## config.mk

```make
export PLATFORM = sky130hd
export DESIGN_NAME = serial_byte_loader
export DESIGN_NICKNAME = d
export VERILOG_FILES = /design/src/rtl/loader_pkg.sv /design/src/rtl/bit_insert.sv /design/src/rtl/serial_byte_loader.sv
export SDC_FILE = /design/constraint.sdc
export NUM_CORES = 1
export LEC_CHECK = 0
export CAP_MARGIN = 15
export CORE_MARGIN = 1.5
export CORE_UTILIZATION = 44
export CTS_CLUSTER_DIAMETER = 120
export DETAILED_ROUTE_END_ITERATION = 8
export GPL_TIMING_DRIVEN = 0
export PLACE_DENSITY_LB_ADDON = 0.15
export SYNTH_ARGS = -nofsm -noshare
export SYNTH_HDL_FRONTEND = slang
export SYNTH_HIERARCHICAL = 1
export SYNTH_SLANG_ARGS = --single-unit
```

## constraint.sdc

```tcl
create_clock -name CLK -period 1.7 [get_ports CLK]
set_input_delay 0.34 -clock CLK [delete_from_list [all_inputs] [get_ports CLK]]
set_output_delay 0.34 -clock CLK [all_outputs]
set_load 0.005 [all_outputs]
```

## src/rtl/loader_pkg.sv

```systemverilog
// -----------------------------------------------------------------------------
// loader_pkg
// Shared definitions for the serial byte loader and the 8-bit latch register
// it feeds.
//   DEFAULT_WIDTH : default word width, common to the loader and the register
//   state_t       : loader FSM state encoding (2 bits)
// -----------------------------------------------------------------------------
package loader_pkg;

  // Word width shared with the downstream 8-bit register.
  localparam int DEFAULT_WIDTH = 32'sd8;

  // Loader FSM states. The 2'b11 encoding is unused and recovers to IDLE.
  typedef enum logic [1:0] {
    IDLE  = 2'b00,
    SHIFT = 2'b01,
    HOLD  = 2'b10
  } state_t;

endpackage

```

## src/rtl/bit_insert.sv

```systemverilog
// -----------------------------------------------------------------------------
// bit_insert
// Combinational helper that writes one serial bit into the shift vector.
// The bit goes to position cnt (LSB-first) or WIDTH-1-cnt (MSB-first). All
// other positions pass through unchanged.
// Ports:
//   vec      in   WIDTH  current shift vector
//   cnt      in   CNT_W  arrival index of this bit within the word
//   din      in   1      serial data bit
//   vec_next out  WIDTH  vector with the bit inserted
// -----------------------------------------------------------------------------
module bit_insert
  import loader_pkg::*;
#(
  parameter int WIDTH     = DEFAULT_WIDTH,
  parameter bit MSB_FIRST = 1'b0,
  parameter int CNT_W     = $clog2(WIDTH)
) (
  input  logic [WIDTH-1:0] vec,
  input  logic [CNT_W-1:0] cnt,
  input  logic             din,
  output logic [WIDTH-1:0] vec_next
);

  localparam logic [CNT_W-1:0] LAST_POS = CNT_W'(WIDTH - 1);

  logic [CNT_W-1:0] pos_s;

  // Map the arrival index onto the physical bit position for the chosen order.
  always_comb begin
    if (MSB_FIRST == 1'b1) begin
      pos_s = LAST_POS - cnt;
    end else begin
      pos_s = cnt;
    end
  end

  // Overwrite only the addressed bit; positions not yet written keep old data.
  always_comb begin
    vec_next        = vec;
    vec_next[pos_s] = din;
  end

endmodule

```

## src/rtl/serial_byte_loader.sv

```systemverilog
// -----------------------------------------------------------------------------
// serial_byte_loader
// Serial-to-parallel front end for the 8-bit latch register. It takes one bit
// per clock over a valid/ready serial port and assembles WIDTH bits, LSB or
// MSB first. The finished word is held on a valid/ready parallel port.
// At integration, P_DATA drives the register's D bus and P_VALID & P_READY
// is its load strobe. RST is shared with the register.
// Ports:
//   CLK       in   1      clock, rising edge
//   RST       in   1      synchronous active-high reset
//   S_DATA    in   1      serial data bit
//   S_VALID   in   1      S_DATA valid
//   S_FIRST   in   1      S_DATA is the first bit of a word
//   S_READY   out  1      a bit is accepted this cycle (registered)
//   P_DATA    out  WIDTH  assembled word, frozen while P_VALID=1
//   P_VALID   out  1      complete word available (registered)
//   P_READY   in   1      downstream takes the word (sampled in HOLD only)
//   BIT_CNT   out  CNT_W  bits accepted in the current word
//   FRAME_ERR out  1      one-cycle pulse on resync or unframed bit
// -----------------------------------------------------------------------------
module serial_byte_loader
  import loader_pkg::*;
#(
  parameter int WIDTH     = DEFAULT_WIDTH,
  parameter bit MSB_FIRST = 1'b0
) (
  input  logic                     CLK,
  input  logic                     RST,
  input  logic                     S_DATA,
  input  logic                     S_VALID,
  input  logic                     S_FIRST,
  output logic                     S_READY,
  output logic [WIDTH-1:0]         P_DATA,
  output logic                     P_VALID,
  input  logic                     P_READY,
  output logic [$clog2(WIDTH)-1:0] BIT_CNT,
  output logic                     FRAME_ERR
);

  localparam int               CNT_W    = $clog2(WIDTH);
  localparam logic [CNT_W-1:0] LAST_CNT = CNT_W'(WIDTH - 1);
  localparam logic [CNT_W-1:0] ZERO_CNT = CNT_W'(0);
  localparam logic [CNT_W-1:0] ONE_CNT  = CNT_W'(1);

  // Registered state and outputs
  state_t           state_r;
  logic [WIDTH-1:0] shift_r;
  logic [CNT_W-1:0] cnt_r;
  logic             s_ready_r;
  logic             p_valid_r;
  logic             frame_err_r;

  // Next-cycle values
  state_t           state_s;
  logic [WIDTH-1:0] shift_s;
  logic [CNT_W-1:0] cnt_s;
  logic             s_ready_s;
  logic             p_valid_s;
  logic             frame_err_s;

  // Datapath helpers
  logic             accept_s;
  logic [CNT_W-1:0] ins_cnt_s;
  logic [WIDTH-1:0] ins_vec_s;

  // S_READY is already low in HOLD and in the cycle after reset, so the
  // handshake alone qualifies a bit.
  assign accept_s = S_VALID & s_ready_r;

  // A framing bit always starts a new word at index 0, even on resync.
  always_comb begin
    if (S_FIRST == 1'b1) begin
      ins_cnt_s = ZERO_CNT;
    end else begin
      ins_cnt_s = cnt_r;
    end
  end

  bit_insert #(
    .WIDTH     (WIDTH),
    .MSB_FIRST (MSB_FIRST),
    .CNT_W     (CNT_W)
  ) u_bit_insert (
    .vec      (shift_r),
    .cnt      (ins_cnt_s),
    .din      (S_DATA),
    .vec_next (ins_vec_s)
  );

  // State register together with the datapath and registered outputs.
  always_ff @(posedge CLK) begin
    if (RST == 1'b1) begin
      state_r     <= IDLE;
      shift_r     <= {WIDTH{1'b0}};
      cnt_r       <= ZERO_CNT;
      s_ready_r   <= 1'b0;
      p_valid_r   <= 1'b0;
      frame_err_r <= 1'b0;
    end else begin
      state_r     <= state_s;
      shift_r     <= shift_s;
      cnt_r       <= cnt_s;
      s_ready_r   <= s_ready_s;
      p_valid_r   <= p_valid_s;
      frame_err_r <= frame_err_s;
    end
  end

  // Next-state logic.
  always_comb begin
    state_s = state_r;
    case (state_r)
      IDLE: begin
        if ((accept_s == 1'b1) && (S_FIRST == 1'b1)) begin
          state_s = SHIFT;
        end else begin
          state_s = IDLE;
        end
      end
      SHIFT: begin
        // A resync bit keeps us in SHIFT; only the last in-frame bit leaves.
        if ((accept_s == 1'b1) && (S_FIRST == 1'b0) && (cnt_r == LAST_CNT)) begin
          state_s = HOLD;
        end else begin
          state_s = SHIFT;
        end
      end
      HOLD: begin
        if (P_READY == 1'b1) begin
          state_s = IDLE;
        end else begin
          state_s = HOLD;
        end
      end
      default: begin
        state_s = IDLE;
      end
    endcase
  end

  // Datapath updates and next values of the registered outputs.
  always_comb begin
    shift_s     = shift_r;
    cnt_s       = cnt_r;
    frame_err_s = 1'b0;
    case (state_r)
      IDLE: begin
        if (accept_s == 1'b1) begin
          if (S_FIRST == 1'b1) begin
            shift_s = ins_vec_s;
            cnt_s   = ONE_CNT;
          end else begin
            // Unframed bit: dropped, flagged, nothing stored.
            frame_err_s = 1'b1;
          end
        end else begin
          cnt_s = cnt_r;
        end
      end
      SHIFT: begin
        if (accept_s == 1'b1) begin
          shift_s = ins_vec_s;
          if (S_FIRST == 1'b1) begin
            // Resync: the partial word is abandoned, this bit is bit 0.
            cnt_s       = ONE_CNT;
            frame_err_s = 1'b1;
          end else if (cnt_r == LAST_CNT) begin
            cnt_s = ZERO_CNT;
          end else begin
            cnt_s = cnt_r + ONE_CNT;
          end
        end else begin
          cnt_s = cnt_r;
        end
      end
      HOLD: begin
        // Word frozen; serial input ignored.
        shift_s = shift_r;
      end
      default: begin
        cnt_s = ZERO_CNT;
      end
    endcase

    // Handshake flags follow the state we are about to enter, so they can be
    // registered without any combinational input path to the outputs.
    if (state_s == HOLD) begin
      s_ready_s = 1'b0;
      p_valid_s = 1'b1;
    end else begin
      s_ready_s = 1'b1;
      p_valid_s = 1'b0;
    end
  end

  assign S_READY   = s_ready_r;
  assign P_DATA    = shift_r;
  assign P_VALID   = p_valid_r;
  assign BIT_CNT   = cnt_r;
  assign FRAME_ERR = frame_err_r;

endmodule

```

# ---- Word-level counts from Yosys, hierarchy flattened
# Index checks and enable logic that the tools add are counted.
dict set report totals {
  wordCells 52
  input_bits 6
  ff_bits 16
}
dict set report classes {
  n_eq_ne 7
  reduce_logical 8
  add_sub_neg 1
  bitwise_logic 3
  n_mux 25
  n_lt_le_gt_ge 2
}
# operator n
set ops {}
lappend ops {{two-way mux 8 bit} 3}
lappend ops {{two-way mux 3 bit} 6}
lappend ops {{one-hot mux 8 bit (2 select lines)} 1}
lappend ops {{one-hot mux 3 bit (3 select lines)} 1}
lappend ops {{bitwise mux 8 bit} 1}
lappend ops {{two-way mux 1 bit} 8}
lappend ops {{AND reduction 4 bit} 2}
lappend ops {{!= test 2 bit (second input constant)} 3}
lappend ops {{one-hot mux 2 bit (3 select lines)} 1}
lappend ops {{== test 2 bit (second input constant)} 2}
lappend ops {{logical AND 1 bit} 4}
lappend ops {{< comparator 3 x 4 -> 1 bit (second input constant)} 1}
lappend ops {{two-way mux 2 bit} 2}
lappend ops {{adder 3 x 1 -> 3 bit (second input constant)} 1}
lappend ops {{demux 1 bit (select 3 bit)} 1}
lappend ops {{== test 3 bit (second input constant)} 1}
lappend ops {{greater-or-equal comparator 3 x 1 -> 1 bit (second input constant)} 1}
lappend ops {{== test 2 x 1 -> 1 bit (second input constant)} 1}
lappend ops {{zero test 2 bit} 1}
lappend ops {{NOT 1 bit} 2}
lappend ops {{one-hot mux 1 bit (2 select lines)} 1}
lappend ops {{nonzero test 2 bit} 1}
lappend ops {{bitwise AND 1 bit} 1}

# ---- Longest topological paths before layout
dict set report depth {
  depth_word 9
  mapped_depth 6
  ltp_nobuf 5
}

# ---- Modules after synthesis
# The synthesis kept the hierarchy.
# mod seq_area_each_um2 area_each_um2 n_inst cells_each
set modules_own_cells {}
lappend modules_own_cells {serial_byte_loader 320.3 764.5 1 77}
lappend modules_own_cells {bit_insert 0.0 145.1 1 16}

# ---- Worst setup path after synthesis
# Ideal clock, no wire load.
dict set report synth_path {
  kind {in2reg}
  from {input S_FIRST}
  to {register shift_r[1], in the netlist P_DATA[1]}
  required_ns 1.573
  n_path_buf 1
  arrival_time_ns 1.476
  setup_slack_ns 0.097
  setup_ns 0.127
  path_stages 6
  path_cell_list {buf_4 > nor2b_1 > nor3b_1 > mux2_2 > nand2b_1 > mux2i_1}
}
dict set report synth_between {
  elab_chain_cells 9
}
# element line_no
set synth_rtl {}
lappend synth_rtl {{start, declared} serial_byte_loader.sv:31} ;# input logic S_FIRST,
lappend synth_rtl {{two-way mux 3 bit *} serial_byte_loader.sv:72} ;# if (S_FIRST == 1'b1) begin
lappend synth_rtl {{named net ins_cnt_s[0]} serial_byte_loader.sv:63} ;# logic [CNT_W-1:0] ins_cnt_s;
lappend synth_rtl {{< comparator 3 x 4 -> 1 bit (implied by the code) or greater-or-equal comparator 3 x 1 -> 1 bit (tied branches)} bit_insert.sv:41} ;# vec_next[pos_s] = din;
lappend synth_rtl {{logical AND 1 bit (implied by the code)} bit_insert.sv:41}
lappend synth_rtl {{two-way mux 1 bit (implied by the code)} bit_insert.sv:41}
lappend synth_rtl {{demux 1 bit (select 3 bit) *} n/a}
lappend synth_rtl {{bitwise mux 8 bit *} bit_insert.sv:41}
lappend synth_rtl {{named net ins_vec_s[1]} serial_byte_loader.sv:64} ;# logic [WIDTH-1:0] ins_vec_s;
lappend synth_rtl {{two-way mux 8 bit} serial_byte_loader.sv:149} ;# if (S_FIRST == 1'b1) begin
lappend synth_rtl {{two-way mux 8 bit} serial_byte_loader.sv:148} ;# if (accept_s == 1'b1) begin
lappend synth_rtl {{one-hot mux 8 bit (2 select lines) *} serial_byte_loader.sv:146} ;# case (state_r)
lappend synth_rtl {{end signal, assigned} serial_byte_loader.sv:94} ;# shift_r <= {WIDTH{1'b0}};
lappend synth_rtl {{end signal, assigned} serial_byte_loader.sv:101} ;# shift_r <= shift_s;
lappend synth_rtl {{end, declared} serial_byte_loader.sv:47} ;# logic [WIDTH-1:0] shift_r;
# The timed path passes the listed nets; every way through them passes the cells marked *. The select of a mux whose other input is x is not followed.
# A chain may end at the register's enable or synchronous reset.

# ---- Worst setup path in the final report
dict set report layout_path {
  from {register cnt_r[0], in the netlist BIT_CNT[0]}
  to {register shift_r[1], in the netlist P_DATA[1]}
}
dict set report layout_between {
  elab_chain_cells 9
}
# element line_no
set layout_rtl {}
lappend layout_rtl {{start, declared} serial_byte_loader.sv:48} ;# logic [CNT_W-1:0] cnt_r;
lappend layout_rtl {{start signal, assigned} serial_byte_loader.sv:102} ;# cnt_r <= cnt_s;
lappend layout_rtl {{two-way mux 3 bit *} serial_byte_loader.sv:72}
lappend layout_rtl {{named net ins_cnt_s[0]} serial_byte_loader.sv:63}
lappend layout_rtl {{< comparator 3 x 4 -> 1 bit (implied by the code) or greater-or-equal comparator 3 x 1 -> 1 bit (tied branches)} bit_insert.sv:41}
lappend layout_rtl {{logical AND 1 bit (implied by the code)} bit_insert.sv:41}
lappend layout_rtl {{two-way mux 1 bit (implied by the code)} bit_insert.sv:41}
lappend layout_rtl {{demux 1 bit (select 3 bit) *} n/a}
lappend layout_rtl {{bitwise mux 8 bit *} bit_insert.sv:41}
lappend layout_rtl {{named net ins_vec_s[1]} serial_byte_loader.sv:64}
lappend layout_rtl {{two-way mux 8 bit} serial_byte_loader.sv:149}
lappend layout_rtl {{two-way mux 8 bit} serial_byte_loader.sv:148}
lappend layout_rtl {{one-hot mux 8 bit (2 select lines) *} serial_byte_loader.sv:146}
# Marked as above.

==> key figures <==
Outcome
  • Status: completed

Pwr
  • Cell Pwr Density: roughly 620 nW/um^2
  • Leakage: 0.413 nW
  • Max VDD drop: around 0.00036 V
  • Design Power: 0.720 mW

Logic synthesis
  • Post-Synth Simple-Gate Area: between 30% and 40%
  • Largest family of logic cells by synthesized area: simple AND/OR/NAND/NOR gates
  • XOR/XNOR share of the synthesized area: less than 1%
  • Compound-Gate Fraction of Synth Area: about 4.5%
  • Post-Syn Area per Cell: 9.78 um^2
  • Yosys cell types: 25
  • Mapped Nets: 101
  • Mapped Area: 910 um^2
  • Post-synthesis adder-cell area fraction: around 2.8%
  • Multiplexer share of the synthesized area: ~22%
  • Flops & latches, synth: 16
  • Syn Inst Count: between 90 and 100
  • Yosys warnings: 6
  • Sequential cell area fraction in the yosys report: 35.2%

Timing
  • Rel. slew slack: between 70 and 80%
  • Final count of negative-setup-slack endpoints: 0
  • TNS Setup: 0 ps
  • RSZ-0062 raised after global routing: false
  • Final Hold Vio Count: 0
  • Worst hold slack: between 400 and 500 ps
  • Clock Skew: 5.80 ps
  • Slew Limit Fails: 0
  • Worst-Margin Slew: just over 400 ps
  • Setup ws final: roughly 100 ps
  • Fmax: approximately 630 MHz
  • Period minus WS final: roughly 1600 ps
  • Final Cycle Share: approximately 94%

Layout
  • Share of cells above drive strength 1: ~17%
  • Antenna diodes: 0
  • Area growth from synthesis to layout: 28.6%
  • Most frequent cells in the layout: nand2b_1 (19), clkdlybuf4s50_1 (18), dfxtp_1 (16), mux2i_1 (11), mux2_2 (8)
  • Fill cell count: between 150 and 200
  • Final core occ: roughly 60%
  • Most common cell after layout, fill and taps aside: nand2b_1
  • Final net count: around 120

Hold path
  • Hold Startpoint: S_FIRST
  • HP Class: input port to flop

CTS
  • Clock Tree Root: clkbuf_4
  • CTS tree: yes
  • Clock buffer depth: 2
  • Hold_buf cts: 0
  • H-tree levels: 1
  • Latest clock arrival within the worst-skew pair: approximately 280 ps
  • CTS Buf Count: 3
  • Postcts setup bufs: 0
  • Clock transition at the registers of the reported paths: around 100 ps
  • CTS Sinks: 16

Place
  • # port buffers: 18
  • DP Worst Slack: -63.2 ps
  • DP HPWL: about 1200 um
  • Final Wtd Congestion: ~0.70

Floorplanning
  • Core Rows: 16
  • DIE HEIGHT: 48.5 um
  • DIE AREA: approximately 2300 um^2
  • Initial Utilization: 46.4%
  • Core outline area: ~2000 um^2
  • Die Wd: roughly 48 um
  • Io pins: 20

GRT
  • Total global routing overflow: 0
  • Total GRT Usage: about 16%
  • Initial antenna violation count: 0
  • Pin count of the biggest net entering global routing: 11
  • First-pass GRT wire length: 3050 um
  • Vias in the first global route: slightly below 700

Drt
  • Routed Antenna Nets: 0
  • Routed Wire Length: between 1500 and 2000 um
  • Avg WL per Cell: 12.1 um
  • Drt drc: 0
  • DR vias/cell: 4.96
  • Detailed Route Iter0 Violations: 9
  • DR vias: roughly 700
  • Drt first pass iters: 4

Setup path
  • Crit Path Max Fanout: 8
  • WP data arrival: ~1800 ps
  • Reg2Reg Launch Point: BIT_CNT[0]$_SDFFE_PP0P_
  • CP Launch Type: flop
  • Critical path required time: ~1900 ps
  • Worst Setup Path Type: flop to flop
  • R2r setup slk: 100 ps
  • CP Launch Point: BIT_CNT[0]$_SDFFE_PP0P_
  • Worst setup EP type: flop

Job
  • # Max-Cap Violations: 0
path summary, 6_finish.rpt:
| kind | end | cells after the start |
|---|---|---|
| max | P_DATA[1]$_SDFFE_PP0P_ | 5 |
| min | state_r[0]$_SDFF_PP0_ | 3 |
| max reg2reg | P_DATA[1]$_SDFFE_PP0P_ | 5 |
| min reg2reg | P_DATA[5]$_SDFFE_PP0P_ | 2 |
what timing repair did:
action	in CTS	in global routing
pin swaps	0	0
setup endpoints to repair	1	1
hold endpoints to repair	0	0
resized for setup	1	2
gates cloned	0	0
worst max-delay path, cell delays in order, from the launching register on:
cell and delay (ps):
dfxtp_1 420, nor2b_2 320, nor3b_1 240, mux2_2 360, nand2b_1 70, mux2i_1 60
through the flow:
step	std cells	instance area [um^2]
after CTS	142	1160
after floorplan	93	910
final	142	1170
after global placement	138	1120
after global routing	142	1170
after detailed placement	138	1120
power breakdown:
| part | switching [mW] | internal (mW) |
|---|---|---|
| sequential | 0.00669 | 0.381 |
| clock | 0.123 | 0.130 |
| combinational | 0.0348 | 0.0442 |
| total | 0.165 | 0.555 |
cells in the mapped netlist:
library cell	count	area share, %
or2b_1	1	0.83
nor2b_1	4	2.8
nor3b_1	4	3.3
xnor2_1	1	0.96
nand2b_1	19	13
mux2_2	8	9.9
a31oi_1	1	0.69
o21ai_0	1	0.55
and2_1	1	0.69
nor2_4	1	1.2
a22oi_1	1	0.83
ha_1	2	2.8
and3_1	1	0.69
and2b_1	1	0.83
mux2i_1	11	12
nor2_1	5	2.1
o211ai_2	1	1.4
nor3b_2	1	1.4
dfxtp_1	16	35
clkbuf_1	2	0.83
nand3b_1	4	3.3
o22a_2	1	1.1
nand3_1	3	1.7
buf_4	1	0.83
nor3_1	2	1.1
state kept, by name (all words and copies together), names as in the netlist:
| name | flops |
|---|---|
| BIT_CNT | 3 |
| FRAME_ERR | 1 |
| P_DATA | 8 |
| P_VALID | 1 |
| S_READY | 1 |
| state_r | 2 |
cell type report:
class / instances / area (um^2) / share of cell area [%]
buffer: 3 / 15.0 / 1.28
clock buffer: 4 / 36.3 / 3.10
multi-input combinational: 74 / 584 / 49.9
sequential: 16 / 320 / 27.4
tap: 27 / 33.8 / 2.89
timing repair buffer: 18 / 180 / 15.4
logic make-up after synthesis:
| family | Yosys count |
|---|---|
| multiplexers | 19 |
| AND/OR/NAND/NOR | 47 |
| AO/OA/AOI/OAI | 5 |
| XOR/XNOR | 1 |
| flip-flops | 16 |
| adder cells (fa/ha/maj) | 2 |
| buffers and inverters | 3 |
per-layer routing:
layer	up-vias	part of all wire, %	track usage (%)
met5	-	0	0
met4	0	0.87	5.71
met3	2	2.9	4.01
met2	13	43	24.5
met1	324	53	23.3
li1	365	-	-
Note: power is estimated with default switching activity, not from simulation.
==> patch 1 (same settings) <==
Set the package constant `DEFAULT_WIDTH` to 32'sd32 (it was 32'sd8).
--- a/src/rtl/loader_pkg.sv
+++ b/src/rtl/loader_pkg.sv
@@ -10,3 +10,3 @@
   // Word width shared with the downstream 8-bit register.
-  localparam int DEFAULT_WIDTH = 32'sd8;
+  localparam int DEFAULT_WIDTH = 32'sd32;
 
Ports: changed (resized BIT_CNT and P_DATA); port bits go from 20 to 46. The function was not compared with the original's and may differ.
==> patch 1 against the original RTL <==
The flow now finishes with violations (negative setup slack). Area after synthesis is 140% higher. Count of clock-buffer cells in the layout is 3 higher. Setup slack worse by 0.39 ns. Maximum frequency is 20% lower. Clock skew is 0.00079 ns lower. Die area is 130% higher. Synthesized cell count grew to 3.1 times the old value. Hold slack worse by 0.12 ns. Power is 140% higher. Sequential cell count is 26 higher. Non-clock buffer count is 64 higher. Design area grew to 2.7 times the old value. Wire length grew to 3.4 times the old value.
==> patch 1: results <==
metrics = {
    "timing": {
        "setup_viol_count_final": 4,
        "setup_ws_ns": -0.289,
        "fin_skew_ns": 0.00501,
    },
    "place": {
        "hpwl_um": 3610,
        "io_buffers": 44,
        "place_ws_ns": -0.795,
        "dp_cells": 396,
        "place_congestion": 0.815,
        "place_area_mm2": 0.00278,
    },
    "synthesis": {
        "postSynthAreaPerCell_um2": 7.79,
        "synthDistinctLibCells": 30,
        "ys_seq_area_share_pct": 37.9,
        "syn-num-nets": 293,
        "synth.area.top_cells": "dfxtp_1 38%, mux2_2 15%, nand2_1 14%",
    },
    "route": {
        "via_per_inst": 5.13,
        "drt-total-wl_um": 5780,
        "first_iter_violations": 116,
    },
    "setup_path": {
        "crit_fanout": 3,
        "cp_slowest_cell": "or4b_4",
        "worstPathArrival_ns": 2.21,
    },
    "grt": {
        "grt_pass1_wl_um": 8980,
        "grt_pass1_vias": 1905,
        "grt_max_degree": 12,
    },
    "clock_tree": {
        "root_buffer": "clkbuf_8",
        "cts.clk_slew.worst_paths_ns": 0.08,
        "htreeDepth": 2,
        "numCtsBuffers": 5,
    },
    "cells_and_area": {
        "nets": 365,
        "fin_cells": 424,
    },
    "pwr": {
        "p_leak_uw": 0.00114,
    },
    "status": {
        "violations": "negative setup slack",
        "status": "finished with violations",
    },
}
## patch 1: cell count changes after synthesis, sizes merged, moves of 5 or more
cell    delta
clkbuf    +13
mux2      +24
nand2     +83
nand3      +5
nor3       +5
mux2i     -11
dfxtp     +26
a21oi     +37
nand2b    -17
nor2      +12
## patch 1: final cells by class
type,count,area [um^2]
Fill cell,401,1570
Multi-Input combinational cell,223,1480
Sequential cell,42,851
Timing Repair Buffer,65,603
Buffer,20,118
Tap cell,67,83.8
Clock buffer,7,76.3
## patch 1: cells by family (layout without fill, tap and decap cells)
group,Yosys count,after routing,share of synthesized area [%]
AOI/OAI and AO/OA,43,43,10.1
xor gates and xnor gates,1,1,0.394
adders and majority gates,2,2,1.13
buffers and inverters,20,92,3.94
DFF,42,42,37.9
muxes,32,32,16.2
and+or+nand+nor,145,145,30.4
## patch 1: stage by stage
step	total power (uW)	hold slack [ns]
finish	1750	0.348
global route	1830	0.378
CTS	1750	0.342
detailed placement	1140	0.460
global placement	1140	0.458
floorplan	1090	0.462
## patch 1: where the power goes
| group | total, uW | switching [uW] | internal (uW) |
|---|---|---|---|
| registers | 990 | 3.51 | 986 |
| clock network | 615 | 332 | 283 |
| logic | 149 | 92.7 | 56.0 |
| total | 1750 | 428 | 1330 |
## patch 1: timing repair
action / in CTS / in global routing
resized for setup: 25 / 35
pin swaps: 2 / 6
cloned: 0 / 1
endpoints found under the setup margin: 34 / 34
buffers inserted: 10 / 10
## patch 1: final timing paths
check,start,end,slack [ns],cells after the start
min,RST,S_READY$_SDFF_PP0_,0.35,2
min reg2reg,P_DATA[1]$_SDFFE_PP0P_,P_DATA[1]$_SDFFE_PP0P_,0.47,2
max reg2reg,BIT_CNT[0]$_SDFFE_PP0P_,BIT_CNT[2]$_SDFFE_PP0P_,-0.29,8
max,BIT_CNT[0]$_SDFFE_PP0P_,BIT_CNT[2]$_SDFFE_PP0P_,-0.29,8
## patch 1: per-layer routing
layer | share of wire, % | wire length, um | global-route usage (%) | vias to the layer above
li1 | - | - | - | 1103
met1 | 45 | 2600 | 27.1 | 1012
met3 | 3.7 | 214 | 3.79 | 14
met2 | 49 | 2840 | 35.5 | 47
met4 | 2.1 | 121 | 7.41 | 0
met5 | 0 | 0 | 0 | -
==> patch 2 (config.mk and constraints unchanged) <==
Without the edit above. Make the reset (`RST`) asynchronous in one clocked block. Comments in the files are not updated.
--- a/src/rtl/serial_byte_loader.sv
+++ b/src/rtl/serial_byte_loader.sv
@@ -90,3 +90,3 @@
   // State register together with the datapath and registered outputs.
-  always_ff @(posedge CLK) begin
+  always_ff @(posedge CLK or posedge RST) begin
     if (RST == 1'b1) begin
Formal check against the unedited RTL: differs if RST is asserted again (counterexample within 4 cycles, from zero or initial values and one cycle with RST high); with RST held inactive, the same outputs for 10 cycles.
==> patch 2 against the original RTL <==
First-iteration DRC count shrank 56%. Cell count decreased by 13%. Setup slack lost 0.043 ns. Non-clock buffer count down 1. Area after synthesis down 1.2%. Sequential cell count unchanged. Sequential share of layout area increased by 6.9 points. Via count is 9.5% lower. Wire length shrank 6.3%. Design area shrank 0.21%.
Power is not compared: it rests on default switching activity, and its combinational part moved more than twofold at a synthesized area within 25%.
==> patch 2: results <==
metrics = {
    "pwr": {
        "p_clk_share_pct": 16.8,
        "powerClk_uw": 203,
    },
    "grt": {
        "grt_pass1_vias": 573,
        "met3_usage_pct": 4.07,
        "grt_usage_pct": 16.0,
        "grt_util_met1_pct": 22.2,
        "grt_max_degree": 17,
        "grt_pass1_wl_um": 2520,
    },
    "route": {
        "route.detailed.drc": 0,
        "drt-met1-wl_um": 790,
        "top_layer_used": "met4",
        "wl_met3_um": 90,
        "wl_met2_um": 701,
        "via_per_inst": 5.18,
        "first_iter_violations": 4,
        "wl_per_cell_um": 13.1,
    },
    "cells_and_area": {
        "multi_input_gates": 55,
        "inverters": 2,
        "clock_cell_area_share_pct": 1.93,
        "seq_area_um2": 400,
        "buf_share_pct": 16.8,
        "nets": 106,
        "multi_input_area_um2": 507,
        "nFillCells": 178,
    },
    "synthesis": {
        "ys_top_cells_by_count": "16 x dfrtp_1, 15 x mux2_2, 5 x nor2b_1",
        "ys_seq_area_share_pct": 44.6,
        "synthMuxAreaShare_pct": 20.5,
        "synth_compound_area_share_pct": 8.22,
        "synthArstFlopShare_pct": 100,
        "synth_adder_area_share_pct": 2.79,
        "syn-num-nets": 83,
        "synthXorXnorAreaFrac_pct": 0.975,
        "synthDistinctLibCells": 24,
        "synth.area.top_cells": "dfrtp_1 45%, mux2_2 19%, nor2b_1 3.5%",
    },
    "worst_hold_path": {
        "holdPathStages": 2,
        "hold_end": "BIT_CNT[2]$_DFFE_PP0P_",
    },
    "setup_path": {
        "worstReg2RegEnd": "P_DATA[2]$_DFFE_PP0P_",
        "cp_slowest_cell": "clkdlybuf4s50_1",
        "critPathMaxStageDelay_ns": 0.54,
        "reg2reg_from": "BIT_CNT[1]$_DFFE_PP0P_",
        "r2r_slack_ns": 0.07,
        "path_delay_family": "buffers and inverters",
        "worstPathArrival_ns": 1.30,
        "rr_worst_depth": 4,
        "crit_fanout": 6,
    },
    "clock_tree": {
        "numCtsBuffers": 3,
    },
    "status": {
        "status": "finished, final reports clean",
    },
    "place": {
        "hpwl_um": 1110,
        "place_area_mm2": 0.00111,
        "place_ws_ns": -0.172,
        "place_congestion": 0.715,
    },
    "timing": {
        "hold_slack_ns": 0.333,
        "slew_headroom_pct": 60.4,
    },
}
patch 2: worst max path at each step:
stage                                 from               endpoint  slack, ns  cells past startpoint
floorplan                          S_FIRST  P_DATA[2]$_DFFE_PP0P_     -0.005                      5
global placement                   S_FIRST  P_DATA[2]$_DFFE_PP0P_      -0.17                      5
detailed placement                 S_FIRST  P_DATA[1]$_DFFE_PP0P_      -0.17                      5
CTS                 BIT_CNT[1]$_DFFE_PP0P_  P_DATA[2]$_DFFE_PP0P_       0.01                      4
global route        BIT_CNT[1]$_DFFE_PP0P_  P_DATA[2]$_DFFE_PP0P_     -0.008                      4
finish                   S_READY$_DFF_PP0_                S_READY       0.06                      1
patch 2: stage by stage:
stage          std cells  util (%)
6_report             123      60.1
5_1_grt              123      60.1
4_1_cts              123      59.3
3_5_place_dp         120      57.3
3_3_place_gp         120      57.3
2_1_floorplan         75         -
patch 2: timing repair:
action / in CTS / in global routing
setup buffers: 0 / 0
resized for setup: 5 / 3
setup endpoints to repair: 5 / 3
